===== config.mk =====
export PLATFORM = sky130hd
export DESIGN_NAME = rv32_muldiv_unit
export DESIGN_NICKNAME = d
export VERILOG_FILES = /design/src/rtl/rv32_m_pkg.sv /design/src/rtl/rv32_div_step.sv /design/src/rtl/rv32_muldiv_unit.sv
export SDC_FILE = /design/constraint.sdc
export NUM_CORES = 1
export LEC_CHECK = 0
export ABC_AREA = 1
export CAP_MARGIN = 20
export CORE_MARGIN = 2
export CORE_UTILIZATION = 63
export DETAILED_ROUTE_END_ITERATION = 7
export PLACE_DENSITY = 0.84
export SLEW_MARGIN = 40
export SYNTH_ARGS = -nofsm -noshare
export SYNTH_HDL_FRONTEND = slang
export SYNTH_HIERARCHICAL = 1
export SYNTH_SLANG_ARGS = --single-unit

===== constraint.sdc =====
create_clock -name clk -period 6.2 [get_ports clk]
set_input_delay 1.24 -clock clk [delete_from_list [all_inputs] [get_ports clk]]
set_output_delay 1.24 -clock clk [all_outputs]
set_load 0.02 [all_outputs]

===== src/rtl/rv32_m_pkg.sv =====
// rtl/rv32_m_pkg.sv - shared constants and types for the RV32M multiply/divide unit
//
// Purpose : opcode/funct constants, FSM state type, iteration count and an
//           absolute-value helper used by rv32_muldiv_unit and rv32_div_step.
// Ports   : none (package).

package rv32_m_pkg;

   localparam logic [6:0] OPC_OP        = 7'b0110011;
   localparam logic [6:0] FUNCT7_MULDIV = 7'b0000001;

   localparam logic [2:0] F3_MUL    = 3'b000;
   localparam logic [2:0] F3_MULH   = 3'b001;
   localparam logic [2:0] F3_MULHSU = 3'b010;
   localparam logic [2:0] F3_MULHU  = 3'b011;
   localparam logic [2:0] F3_DIV    = 3'b100;
   localparam logic [2:0] F3_DIVU   = 3'b101;
   localparam logic [2:0] F3_REM    = 3'b110;
   localparam logic [2:0] F3_REMU   = 3'b111;

   localparam int ITER  = 32;
   localparam int CNT_W = $clog2(ITER + 1);

   typedef enum logic [1:0] {
      IDLE = 2'd0,
      CALC = 2'd1,
      DONE = 2'd2
   } state_e;

   // |0x80000000| stays 0x80000000, read as unsigned.
   function automatic logic [31:0] abs_val(input logic [31:0] v, input logic neg);
      return neg ? (~v + 32'd1) : v;
   endfunction

endpackage


===== src/rtl/rv32_div_step.sv =====
// rtl/rv32_div_step.sv - one combinational restoring-division step
//
// Purpose : shifts the next dividend bit into the partial remainder and
//           subtracts the divisor when it fits.
// Ports   : rem_i     partial remainder in (always < divisor_i)
//           bit_i     next dividend bit, MSB first
//           divisor_i divisor magnitude
//           rem_o     partial remainder out
//           q_o       quotient bit produced by this step
// Build   : present only when RV32_DIV_EN is defined.

`ifdef RV32_DIV_EN
module rv32_div_step
   import rv32_m_pkg::*;
#(
   parameter int XLEN = 32
) (
   input  logic [XLEN-1:0] rem_i,
   input  logic            bit_i,
   input  logic [XLEN-1:0] divisor_i,
   output logic [XLEN-1:0] rem_o,
   output logic            q_o
);

   logic [XLEN:0] shifted;
   logic [XLEN:0] diff;

   assign shifted = {rem_i, bit_i};
   assign diff    = shifted - {1'b0, divisor_i};

   // shifted < 2*divisor, so a set MSB of diff means the subtraction went negative.
   assign q_o   = ~diff[XLEN];
   assign rem_o = q_o ? diff[XLEN-1:0] : shifted[XLEN-1:0];

endmodule
`endif


===== src/rtl/rv32_muldiv_unit.sv =====
// rtl/rv32_muldiv_unit.sv - iterative RV32M multiply/divide unit with register write-back
//
// Purpose : accepts an OP/MULDIV instruction with its operands, runs a 32-step
//           shift-add multiply or restoring divide and issues a one-cycle write-back.
// Ports   : clk, rst (sync, active-high)
//           start, ins[31:0], rs1_val, rs2_val   request, sampled while busy=0
//           busy                                 accept edge through write-back cycle
//           wb_en, wb_reg[4:0], wb_val           registered write-back port
// Build   : RV32_DIV_EN defined -> divider datapath present, all eight funct3 codes.
//           RV32_DIV_EN undefined -> funct3[2]=1 ops complete early and write back 0.

module rv32_muldiv_unit
   import rv32_m_pkg::*;
#(
   parameter int XLEN = 32
) (
   input  logic            clk,
   input  logic            rst,
   input  logic            start,
   input  logic [31:0]     ins,
   input  logic [XLEN-1:0] rs1_val,
   input  logic [XLEN-1:0] rs2_val,
   output logic            busy,
   output logic            wb_en,
   output logic [4:0]      wb_reg,
   output logic [XLEN-1:0] wb_val
);

   state_e              state_q, state_d;
   logic [CNT_W-1:0]    cnt_q, cnt_d;
   logic [2:0]          f3_q, f3_d;
   logic [4:0]          rd_q, rd_d;
   logic                neg_q, neg_d;
   logic [XLEN-1:0]     opb_q, opb_d;
   logic [2*XLEN-1:0]   acc_q, acc_d;
   logic [XLEN-1:0]     res_q, res_d;
   logic                wb_en_q, wb_en_d;
   logic                wb_cyc_q, wb_cyc_d;
   logic [4:0]          wb_reg_q, wb_reg_d;
   logic [XLEN-1:0]     wb_val_q, wb_val_d;

   logic [2:0]          f3_in;
   logic                accept;
   logic                s1, s2;
   logic [XLEN-1:0]     abs1, abs2;
   logic                neg_in;
   logic                special;
   logic [XLEN-1:0]     special_val;
   logic [XLEN:0]       mul_sum;
   logic [2*XLEN-1:0]   mul_next;
   logic [2*XLEN-1:0]   iter_next;
   logic [2*XLEN-1:0]   mul_signed;
   logic [XLEN-1:0]     mul_word;
   logic [XLEN-1:0]     final_val;

   // The write-back cycle follows DONE, so busy also covers it.
   assign busy   = (state_q != IDLE) || wb_cyc_q;
   assign wb_en  = wb_en_q;
   assign wb_reg = wb_reg_q;
   assign wb_val = wb_val_q;

   assign f3_in  = ins[14:12];
   assign accept = start && !busy && (ins[6:0] == OPC_OP) && (ins[31:25] == FUNCT7_MULDIV);

   assign s1 = rs1_val[XLEN-1] && ((f3_in == F3_MULH) || (f3_in == F3_MULHSU) ||
                                   (f3_in == F3_DIV)  || (f3_in == F3_REM));
   assign s2 = rs2_val[XLEN-1] && ((f3_in == F3_MULH) || (f3_in == F3_DIV) ||
                                   (f3_in == F3_REM));
   assign abs1   = abs_val(rs1_val, s1);
   assign abs2   = abs_val(rs2_val, s2);
   // Remainder follows the dividend; everything else follows the sign product.
   assign neg_in = (f3_in == F3_REM) ? s1 : (s1 ^ s2);

   // Multiply step: acc = {partial high, remaining multiplier bits}.
   assign mul_sum  = {1'b0, acc_q[2*XLEN-1:XLEN]} + (acc_q[0] ? {1'b0, opb_q} : '0);
   assign mul_next = {mul_sum, acc_q[XLEN-1:1]};

   assign mul_signed = neg_q ? (-iter_next) : iter_next;
   assign mul_word   = (f3_q == F3_MUL) ? mul_signed[XLEN-1:0] : mul_signed[2*XLEN-1:XLEN];

`ifdef RV32_DIV_EN
   logic [XLEN-1:0]   div_rem;
   logic              div_q;
   logic [2*XLEN-1:0] div_next;
   logic [XLEN-1:0]   div_word;
   logic [XLEN-1:0]   div_signed;
   logic              div_by_zero;
   logic              div_ovf;

   // Divide step: acc = {partial remainder, dividend bits shifting out / quotient bits in}.
   rv32_div_step #(.XLEN(XLEN)) u_div_step (
      .rem_i     (acc_q[2*XLEN-1:XLEN]),
      .bit_i     (acc_q[XLEN-1]),
      .divisor_i (opb_q),
      .rem_o     (div_rem),
      .q_o       (div_q)
   );

   assign div_next   = {div_rem, acc_q[XLEN-2:0], div_q};
   assign iter_next  = f3_q[2] ? div_next : mul_next;
   assign div_word   = f3_q[1] ? iter_next[2*XLEN-1:XLEN] : iter_next[XLEN-1:0];
   assign div_signed = neg_q ? (-div_word) : div_word;
   assign final_val  = f3_q[2] ? div_signed : mul_word;

   assign div_by_zero = (rs2_val == '0);
   assign div_ovf     = ((f3_in == F3_DIV) || (f3_in == F3_REM)) &&
                        (rs1_val == {1'b1, {(XLEN-1){1'b0}}}) && (rs2_val == '1);
   assign special     = f3_in[2] && (div_by_zero || div_ovf);
   assign special_val = div_by_zero ? (f3_in[1] ? rs1_val : '1)
                                    : (f3_in[1] ? '0 : {1'b1, {(XLEN-1){1'b0}}});
`else
   assign iter_next   = mul_next;
   assign final_val   = mul_word;
   assign special     = f3_in[2];
   assign special_val = '0;
`endif

   always_comb begin
      state_d  = state_q;
      cnt_d    = cnt_q;
      f3_d     = f3_q;
      rd_d     = rd_q;
      neg_d    = neg_q;
      opb_d    = opb_q;
      acc_d    = acc_q;
      res_d    = res_q;
      wb_en_d  = 1'b0;
      wb_cyc_d = 1'b0;
      wb_reg_d = wb_reg_q;
      wb_val_d = wb_val_q;

      case (state_q)
         IDLE: begin
            if (accept) begin
               f3_d  = f3_in;
               rd_d  = ins[11:7];
               neg_d = neg_in;
               cnt_d = '0;
               if (special) begin
                  res_d   = special_val;
                  state_d = DONE;
               end else begin
                  // Multiply: multiplier in acc low, multiplicand in opb.
                  // Divide:   dividend in acc low, divisor in opb.
                  acc_d   = {{XLEN{1'b0}}, (f3_in[2] ? abs1 : abs2)};
                  opb_d   = f3_in[2] ? abs2 : abs1;
                  state_d = CALC;
               end
            end
         end
         CALC: begin
            acc_d = iter_next;
            cnt_d = cnt_q + 1'b1;
            if (cnt_q == CNT_W'(ITER - 1)) begin
               res_d   = final_val;
               cnt_d   = '0;
               state_d = DONE;
            end
         end
         DONE: begin
            wb_cyc_d = 1'b1;
            wb_en_d  = (rd_q != 5'd0);
            wb_reg_d = rd_q;
            wb_val_d = res_q;
            state_d  = IDLE;
         end
         default: state_d = IDLE;
      endcase
   end

   always_ff @(posedge clk) begin
      if (rst) begin
         state_q  <= IDLE;
         cnt_q    <= '0;
         f3_q     <= '0;
         rd_q     <= '0;
         neg_q    <= 1'b0;
         opb_q    <= '0;
         acc_q    <= '0;
         res_q    <= '0;
         wb_en_q  <= 1'b0;
         wb_cyc_q <= 1'b0;
         wb_reg_q <= '0;
         wb_val_q <= '0;
      end else begin
         state_q  <= state_d;
         cnt_q    <= cnt_d;
         f3_q     <= f3_d;
         rd_q     <= rd_d;
         neg_q    <= neg_d;
         opb_q    <= opb_d;
         acc_q    <= acc_d;
         res_q    <= res_d;
         wb_en_q  <= wb_en_d;
         wb_cyc_q <= wb_cyc_d;
         wb_reg_q <= wb_reg_d;
         wb_val_q <= wb_val_d;
      end
   end

endmodule


==> results.json <==
{
  "status": "completed",
  "synth_top_area_share_pct": 27.0,
  "drc": 0,
  "yosys_warnings": 6,
  "total_power_uw": 2480,
  "cp-end-kind": "register",
  "start_util_pct": 64.6,
  "use_met2_pct": 55.9,
  "finalWirelength_um": 41300,
  "hold_violations": 0,
  "synthSimpleGateAreaFrac_pct": 39.3,
  "synth_compound_area_share_pct": 16.4,
  "yosysTopAreaCell": "dfxtp_1",
  "synthCells": 2288,
  "fp.coreArea_sq_mm": 0.0212,
  "setup_viol": 0,
  "vias": 14900,
  "synth_top_family_by_area": "simple AND/OR/NAND/NOR gates",
  "synthMuxAreaShare_pct": 0,
  "cts_hold_buf": 0,
  "cts_buffers": 17,
  "antenna_cells": 0,
  "path_class": "in2reg",
  "top_register": "acc_q",
  "max-slew-margin-rel_pct": 49.4,
  "hold_class": "reg2reg",
  "seqCellArea_sq_mm": 0.00369,
  "area_growth_pct": 14.3,
  "fin_crit_ns": 4.11,
  "largest_reg_flops": 64,
  "synth_xor_area_share_pct": 1.92,
  "p_leak_uw": 0.00760,
  "clock.fmax_mhz": 244,
  "slew_violations": 0,
  "clock-sinks": 184,
  "ys_seq_area_share_pct": 27.0,
  "grt_util_met1_pct": 50.6,
  "cts-resized-gates": 0,
  "synth_adder_area_share_pct": 3.44,
  "worstPathMaxFanout": 21,
  "start_kind": "input pin",
  "ant_nets": 0,
  "dieArea_sq_mm": 0.0229,
  "synthDistinctLibCells": 54,
  "crit_arrival_ns": 4.45,
  "cap_viol_max_count": 0,
  "avgViaCountPerCell": 5.63,
  "die_h_um": 151,
  "rows": 53,
  "synth_area_per_cell_sq_um": 5.97,
  "post_drt_wl_per_cell_um": 15.6,
  "port_buffers": 127,
  "grt_max_degree": 67,
  "met3_usage_pct": 4.85,
  "synth-seq-cells": 184,
  "cts_tree": "done",
  "p_per_area_mw_per_mm2": 159,
  "grt-ovfl-total": 0,
  "multi_input_area_sq_mm": 0.00836,
  "clock_path_buffers": 2,
  "grt_pass1_wl_um": 65200,
  "io_pins": 138,
  "track_usage_pct": 36.0,
  "rsz0062_at_grt": "no",
  "clkTransAtPathRegs_ns": 0.07,
  "stdcell_count": 2654,
  "post-dp-hpwl_um": 31800,
  "nets": 2502,
  "synth_nets": 2424,
  "post-route-period-util_pct": 66.2,
  "cts-root-buf": "clkbuf_16",
  "globalplace.congestion": 0.994,
  "post_cts_buffers": 0,
  "setup_tns_ns": 0,
  "die-width_um": 151,
  "synth_enable_flop_cells": 0,
  "drtIter0Drc": 1411,
  "fin_worst_skew_ns": 0.0175,
  "synth_area_sq_mm": 0.0137,
  "cts_max_level": 4,
  "dp.cells": 2621,
  "grt_busiest_layer": "met2",
  "synthArstFlopShare_pct": 0,
  "antenna_found_initial": 0,
  "num-fill-cells": 1798,
  "worst_ep_required_time_ns": 6.54,
  "firstDrtPassIters": 6,
  "worst_pin_slew_ns": 0.759,
  "synthFlopType": "dfxtp_1",
  "clk_latency_ns": 0.45,
  "drive_gt1_share_pct": 7.86,
  "synth_area_leaders": "dfxtp_1 27%, nand2_1 18%, inv_1 8.6%",
  "ir_drop_mv": 0.162,
  "grt_pass1_vias": 13100
}
-- through the flow --
| stage | util (%) | hold WS, ns | setup WS [ns] | area (sq um) |
|---|---|---|---|---|
| after floorplan | - | 0.438 | 3.09 | 13700 |
| after global placement | 70.8 | 0.451 | 1.82 | 15000 |
| after detailed placement | 70.8 | 0.452 | 1.70 | 15000 |
| after CTS | 73.7 | 0.464 | 2.16 | 15600 |
| after global routing | 73.8 | 0.483 | 1.82 | 15600 |
| final | 73.8 | 0.467 | 2.09 | 15600 |
-- placed cells by master (no fill, tap or decap), types with 8 or more instances in the layout --
| master | synthesis | final |
|---|---|---|
| nand2_1 | 637 | 637 |
| inv_1 | 313 | 310 |
| nor2_1 | 280 | 278 |
| dfxtp_1 | 184 | 182 |
| a21oi_1 | 149 | 149 |
| o21ai_0 | 138 | 138 |
| nand3_1 | 129 | 129 |
| clkdlybuf4s50_1 | 0 | 126 |
| nand2_2 | 41 | 41 |
| ha_1 | 36 | 36 |
| nor2_2 | 28 | 30 |
| nor3_1 | 27 | 26 |
| o22ai_1 | 23 | 23 |
| xor2_1 | 22 | 22 |
| a31oi_1 | 20 | 19 |
| o211ai_1 | 19 | 19 |
| clkbuf_16 | 0 | 17 |
| nand4_1 | 16 | 16 |
| nand3_2 | 15 | 15 |
| o21ai_1 | 14 | 14 |
| inv_2 | 10 | 13 |
| buf_4 | 0 | 12 |
| nor4_1 | 9 | 9 |
| nor2_4 | 9 | 9 |
| nor3_2 | 7 | 8 |
| xnor2_1 | 8 | 8 |
-- synth_stat cells (all sizes together) (2+ instances only) --
master	number
nor2	317
a21oi	154
nand4	17
ha	36
o31ai	2
o221ai	7
nand3b	8
o311ai	4
and3	4
clkbuf	59
nor3	35
o21ai	156
a221oi	2
buf	21
nor4	10
o22ai	23
and2	3
a32o	4
xor2	22
a31oi	20
xnor2	8
inv	323
a21o	4
dfxtp	184
nand3	145
or2	10
nand2	678
clkinv	8
o211ai	19
-- where the power goes --
part | total (uW) | switching (uW) | internal, uW | leakage (uW)
combinational | 184 | 102 | 82.3 | 0.00582
clock | 1120 | 538 | 579 | 0.000292
sequential | 1180 | 0.0127 | 1180 | 0.00148
-- worst max-delay path: stages --
cell,delay [ns]
clkdlybuf4s50_1,0.66
a21oi_1,0.10
o21ai_0,0.10
o21ai_0,0.27
nand2_1,0.57
inv_1,0.44
o21ai_2,0.19
o21ai_1,0.14
a21oi_1,0.26
o21ai_1,0.12
xor2_1,0.17
o21ai_1,0.12
inv_1,0.05
-- path summary, 6_finish.rpt --
check	startpoint	endpoint	slack [ns]	cells past startpoint
setup / recovery	ins[14]	opb_q[30]	2.09	13
hold / removal	res_q[18]	res_q[18]	0.47	2
setup reg to reg	state_q[0]	res_q[14]	2.29	11
hold reg to reg	res_q[18]	res_q[18]	0.47	2
-- cell families (layout without fill, tap and decap cells) --
family | after synthesis | count (layout)
xor+xnor | 30 | 30
fa+ha+maj | 37 | 37
buf+inv | 411 | 502
simple gates | 1227 | 1227
compound gates | 399 | 399
flops | 184 | 184
-- per-layer routing --
layer | share of wire [%] | wire [um]
met2 | 43 | 17900
met3 | 9.3 | 3830
met5 | 0 | 0
met1 | 44 | 18100
met4 | 3.6 | 1480
-- area by class of cell --
class                   count  share of cell area [%]
clock inverters            15                    1.16
repair buffers            139                    8.75
clock buffers              17                    2.73
flip-flops and latches    184                    23.6
well taps                 275                    2.20
inverters                 331                    7.97
multi-input cells        1693                    53.6
Power figures use the tool's default switching activity.
==> RTL edit 1 (config.mk and constraints unchanged) <==
Change the package constant `ITER` from 32 to 64.
--- a/src/rtl/rv32_m_pkg.sv
+++ b/src/rtl/rv32_m_pkg.sv
@@ -20,3 +20,3 @@
 
-   localparam int ITER  = 32;
+   localparam int ITER  = 64;
    localparam int CNT_W = $clog2(ITER + 1);
Behaviour: no difference found for any inputs over 10 cycles, from zero or initial values and one cycle with rst high; that may be too few to reach the edited logic, so the function may still have changed.
==> RTL edit 1 against the unedited design <==
- first-iteration DRC count up 13%
- total power up 0.48%
- sequential cell count up 1
- synthesized area down 1.2%
- synthesized cell count down 0.79%
- worst hold slack worse by 5.0 ps
- routed wire length down 0.24%
- design area down 0.84%
- setup slack worse by 14 ps
- largest power group unchanged
==> RTL edit 1: results (changes against the unedited design) <==
{
  "outcome": {"value": "finished, final reports clean"},
  "tightestPinTransition": {"value": 790.2, "unit": "ps", "change": "+31.03 ps"},
  "groute.usage.overall": {"value": 0.3653, "change": "+0.005071"},
  "critical_path.reg2reg.endpoint": {"value": "res_q[25]"},
  "timing.reg2reg.setup_slack": {"value": 2740, "unit": "ps", "change": "+450 ps"},
  "post-dp-hpwl": {"value": 31020, "unit": "µm", "change": "-2.5%"},
  "design.final.nets": {"value": 2481, "change": "-0.84%"},
  "grt.met3_usage": {"value": 0.05758, "change": "+0.009082"},
  "fill_cells": {"value": 1859, "change": "+3.4%"},
  "synthDistinctLibCells": {"value": 53, "change": "-1.9%"},
  "drt-total-wl": {"value": 41230, "unit": "µm", "change": "-0.24%"},
  "grt_pass1_wl": {"value": 65650, "unit": "µm", "change": "+0.67%"},
  "synth_flop_cell": {"value": "dfxtp_1"},
  "dr.first_iter.drc_count": {"value": 1599, "change": "+13%"},
  "gpl.final_weighted_congestion": {"value": 0.9666, "change": "-2.8%"},
  "grt_max_degree": {"value": 81, "change": "+21%"},
  "synth-seq-area-share": {"value": 0.2745, "change": "+0.004836"},
  "min_path_cells": {"value": 2, "change": "unchanged"},
  "hold_path.startpoint": {"value": "res_q[1]"},
  "postSynthNetCount": {"value": 2406, "change": "-0.74%"},
  "power.static_leakage": {"value": 7.600, "unit": "nW", "change": "about the same"},
  "met1_grt_util": {"value": 0.5206, "change": "+0.01464"},
  "reg2reg_from": {"value": "acc_q[0]"},
  "cp.arrival": {"value": 4510, "unit": "ps", "change": "+60 ps"},
  "reg2regPathDepth": {"value": 22, "change": "+11"},
  "worst_hold_path.endpoint": {"value": "res_q[1]"},
  "vias_per_cell": {"value": 5.663, "change": "+0.62%"},
  "yosys_warnings": {"value": 6, "change": "unchanged"},
  "peakVddDrop": {"value": 0.1625, "unit": "mV", "change": "+0.13%"},
  "fin_hold_ws": {"value": 461.5, "unit": "ps", "change": "-4.997 ps"},
  "global_route.usage.met2": {"value": 0.5568, "change": "-0.001779"},
  "clk_pin_slew": {"value": 70, "unit": "ps", "change": "about the same"},
  "worst_skew": {"value": 14.35, "unit": "ps", "change": "-3.120 ps"},
  "dpl_cell_area": {"value": 14870, "unit": "µm²", "change": "-0.78%"},
  "antenna_found_initial": {"value": 1, "change": "+1"},
  "synth.area.top_cells": {"value": "dfxtp_1 (27%), nand2_1 (17%), inv_1 (8.4%)"},
  "synth.cells.most_frequent": {"value": "nand2_1 (614), inv_1 (302), nor2_1 (289), dfxtp_1 (185), a21oi_1 (170)"},
  "crit_path_max_fanout": {"value": 15, "change": "-29%"},
  "vias_in_the_first_global_route": {"value": 13070, "change": "-0.57%"},
  "drive_above_1_share": {"value": 0.07718, "change": "-0.001420"},
  "largest_reg_flops": {"value": 64, "change": "unchanged"},
  "initial_drt_pass_iterations": {"value": 6, "change": "unchanged"}
}
-- RTL edit 1: metal layers --
layer / up-vias / wire [µm]
met5: - / 16
met2: 697 / 17770
met1: 6681 / 18360
met3: 101 / 3692
li1: 7430 / -
met4: 2 / 1400
-- RTL edit 1: power breakdown --
part	total, mW	leakage (nW)	internal [mW]	switching, mW
clock	1.13	0.293	0.578	0.551
combinational	0.178	5.82	0.0790	0.0988
sequential	1.19	1.49	1.19	0.0000151
total	2.49	7.60	1.84	0.650
-- RTL edit 1: worst max path at each step --
stage / from / end / slack [ps] / cells past startpoint
2_1_floorplan: rs2_val[1] / acc_q[28] / 3240 / 15
3_3_place_gp: ins[25] / acc_q[11] / 1750 / 13
3_5_place_dp: ins[14] / acc_q[10] / 1750 / 10
4_1_cts: ins[25] / acc_q[11] / 2120 / 13
5_1_grt: ins[25] / acc_q[11] / 1770 / 13
6_report: ins[25] / acc_q[11] / 2080 / 13
-- RTL edit 1: layout make-up --
class                   instances  area [µm²]  share of cell area
multi-input cells            1674        8239              0.5324
flip-flops and latches        185        3705              0.2394
repair buffers                136        1336             0.08635
inverters                     331        1244             0.08037
clock buffers                  17       425.4             0.02749
well taps                     275       344.1             0.02223
clock inverters                15       181.4             0.01172
-- RTL edit 1: critical path, cell delays in order --
cell	delay [ps]
clkdlybuf4s50_1	450
inv_1	50
nor4_1	240
inv_1	60
nor4_1	170
nand3_1	170
nor2_2	360
inv_1	330
nor2_1	690
inv_1	310
a21oi_1	180
o21ai_0	150
nand2_1	100
-- RTL edit 1: kinds of logic after synthesis --
group,after synthesis,synth area share
XOR/XNOR,29,0.01883
flip-flops,185,0.2745
adder cells (fa/ha/maj),37,0.03487
AO/OA/AOI/OAI,419,0.1705
AND/OR/NAND/NOR,1189,0.3853
buffers and inverters,411,0.1160
-- RTL edit 1: per-stage QoR --
| stage | worst slack (ps) | instances | total power [mW] |
|---|---|---|---|
| after global placement | 1750 | 2601 | 1.385 |
| after detailed placement | 1750 | 2601 | 1.390 |
| after floorplan | 3242 | 2270 | 1.298 |
| final | 2079 | 2633 | 2.494 |
| after global routing | 1773 | 2633 | 2.551 |
| after CTS | 2117 | 2633 | 2.488 |
==> RTL edit 2 (config.mk and constraints unchanged) <==
Made on the original files. Register the inputs `start` and `ins` before use, cleared by the reset. The logic sees them one clock later. The other inputs are not delayed to match.
--- a/src/rtl/rv32_muldiv_unit.sv
+++ b/src/rtl/rv32_muldiv_unit.sv
@@ -28,2 +28,15 @@
 
+   logic start_q;
+   logic [31:0] ins_q;
+
+   always_ff @(posedge clk) begin
+      if (rst) begin
+         start_q <= '0;
+         ins_q   <= '0;
+      end else begin
+         start_q <= start;
+         ins_q   <= ins;
+      end
+   end
+
    state_e              state_q, state_d;
@@ -61,4 +74,4 @@
 
-   assign f3_in  = ins[14:12];
-   assign accept = start && !busy && (ins[6:0] == OPC_OP) && (ins[31:25] == FUNCT7_MULDIV);
+   assign f3_in  = ins_q[14:12];
+   assign accept = start_q && !busy && (ins_q[6:0] == OPC_OP) && (ins_q[31:25] == FUNCT7_MULDIV);
 
@@ -135,3 +148,3 @@
                f3_d  = f3_in;
-               rd_d  = ins[11:7];
+               rd_d  = ins_q[11:7];
                neg_d = neg_in;
Function: changed (Yosys sat finds a counterexample within 4 cycles, from zero or initial values and one cycle with rst high).
==> RTL edit 2 against the unedited design <==
- synthesized area up 3.2%
- routed wire length up 5.6%
- largest cell class unchanged
- global-route usage down 0.090 points
- design area up 3.8%
- sequential cell count up 23
- total power up 16%
- register-to-register slack better by 320 ps
- largest power group is now the clock network
- combinational power up 5%
- die area up 3.1%
- count of clock-buffer cells in the layout up 11
- setup slack better by 520 ps
==> RTL edit 2: results (changes against the unedited design) <==
{
  "vias": {"value": 15550, "change": "+4.1%"},
  "power_switching": {"value": 686.2, "unit": "µW", "change": "+7.2%"},
  "drive_above_1_share": {"value": 0.06539, "change": "-0.01322"},
  "vias_in_the_first_global_route": {"value": 13800, "change": "+5.1%"},
  "synthAdderAreaFrac": {"value": 0.03339, "change": "-0.001058"},
  "synth-seq-area-share": {"value": 0.2941, "change": "+0.02439"},
  "postSynthNetCount": {"value": 2489, "change": "+2.7%"},
  "outcome": {"value": "finished, final reports clean"},
  "dp.cells": {"value": 2688, "change": "+2.6%"},
  "groute.usage.overall": {"value": 0.3593, "change": "-0.0008966"},
  "vias_per_cell": {"value": 5.700, "change": "+1.3%"},
  "cp.arrival": {"value": 3980, "unit": "ps", "change": "-470 ps"},
  "wl_per_cell": {"value": 16.01, "unit": "µm", "change": "+2.8%"},
  "cts_made_buffers": {"value": 22, "change": "+5"},
  "clock_path_buffers": {"value": 3, "change": "+1"},
  "clock_latency": {"value": 530, "unit": "ps", "change": "+80 ps"},
  "worst_path_dominant_cell_family": {"value": "simple AND/OR/NAND/NOR gates"},
  "relSlewSlack": {"value": 0.5015, "change": "+0.007590"},
  "worst_skew": {"value": 12.61, "unit": "ps", "change": "-4.868 ps"},
  "power.static_leakage": {"value": 8.052, "unit": "nW", "change": "+6.0%"},
  "synth.cells.most_frequent": {"value": "nand2_1 (647), inv_1 (333), nor2_1 (290), dfxtp_1 (207), a21oi_1 (162)"},
  "design.final.nets": {"value": 2568, "change": "+2.6%"},
  "synth_compound_area_frac": {"value": 0.1624, "change": "-0.001392"},
  "gpl.final_weighted_congestion": {"value": 1.072, "change": "+7.8%"},
  "initial_drt_pass_iterations": {"value": 7, "change": "+1"},
  "dr.first_iter.drc_count": {"value": 1744, "change": "+24%"},
  "grt_pass1_wl": {"value": 69490, "unit": "µm", "change": "+6.5%"},
  "critical_path.slowest_cell": {"value": "fa_1"},
  "fill_cells": {"value": 1838, "change": "+2.2%"},
  "htreeDepth": {"value": 1, "change": "-3"}
}
-- RTL edit 2: worst paths after layout --
| kind | from | end | slack, ps | cells past startpoint |
|---|---|---|---|---|
| setup / recovery | acc_q[0] | res_q[31] | 2610 | 22 |
| hold / removal | res_q[0] | res_q[0] | 460 | 2 |
| setup reg to reg | acc_q[0] | res_q[31] | 2610 | 22 |
| hold reg to reg | res_q[0] | res_q[0] | 460 | 2 |
-- RTL edit 2: cell type report --
cell class / count / area, µm² / area share
clock buffers: 28 / 593.1 / 0.03659
clock inverters: 11 / 141.4 / 0.008724
inverters: 358 / 1346 / 0.08307
multi-input cells: 1708 / 8302 / 0.5122
flip-flops and latches: 207 / 4145 / 0.2558
well taps: 280 / 350.3 / 0.02162
repair buffers: 135 / 1329 / 0.08199
-- RTL edit 2: kinds of logic (layout without fill, tap and decap cells) --
logic type,after synthesis,count (layout)
compound gates,414,414
simple gates,1230,1230
xor+xnor,27,27
flops,207,207
buf+inv,438,532
fa+ha+maj,37,37
-- RTL edit 2: worst min-delay path, delay by kind of cell, from the launching register on --
family | cells | cell delay (ps)
compound gates | 1 | 50
flops | 1 | 310
simple gates | 1 | 60
-- RTL edit 2: stage by stage --
| stage | instance area (µm²) | setup slack [ps] | util |
|---|---|---|---|
| CTS | 16200 | 2709 | 0.7399 |
| global placement | 15460 | 2398 | 0.7063 |
| floorplan | 14090 | 3265 | - |
| global route | 16210 | 2302 | 0.7403 |
| finish | 16210 | 2612 | 0.7403 |
| detailed placement | 15460 | 2370 | 0.7064 |
-- RTL edit 2: power by group through the flow --
stage          logic (mW)  clock network (mW)  registers (mW)
2_1_floorplan      0.0976                   0            1.37
3_5_place_dp        0.188                   0            1.37
4_1_cts             0.190                1.35            1.34
3_3_place_gp        0.183                   0            1.37
6_report            0.194                1.35            1.34
5_1_grt             0.213                1.41            1.34
-- RTL edit 2: per-layer routing --
metal | track usage | routed length [µm] | up-vias
li1 | - | - | 7688
met1 | 0.5012 | 18510 | 6964
met2 | 0.5727 | 19400 | 783
met3 | 0.05158 | 4207 | 110
met4 | 0.1223 | 1550 | 0
met5 | 0 | 0 | -
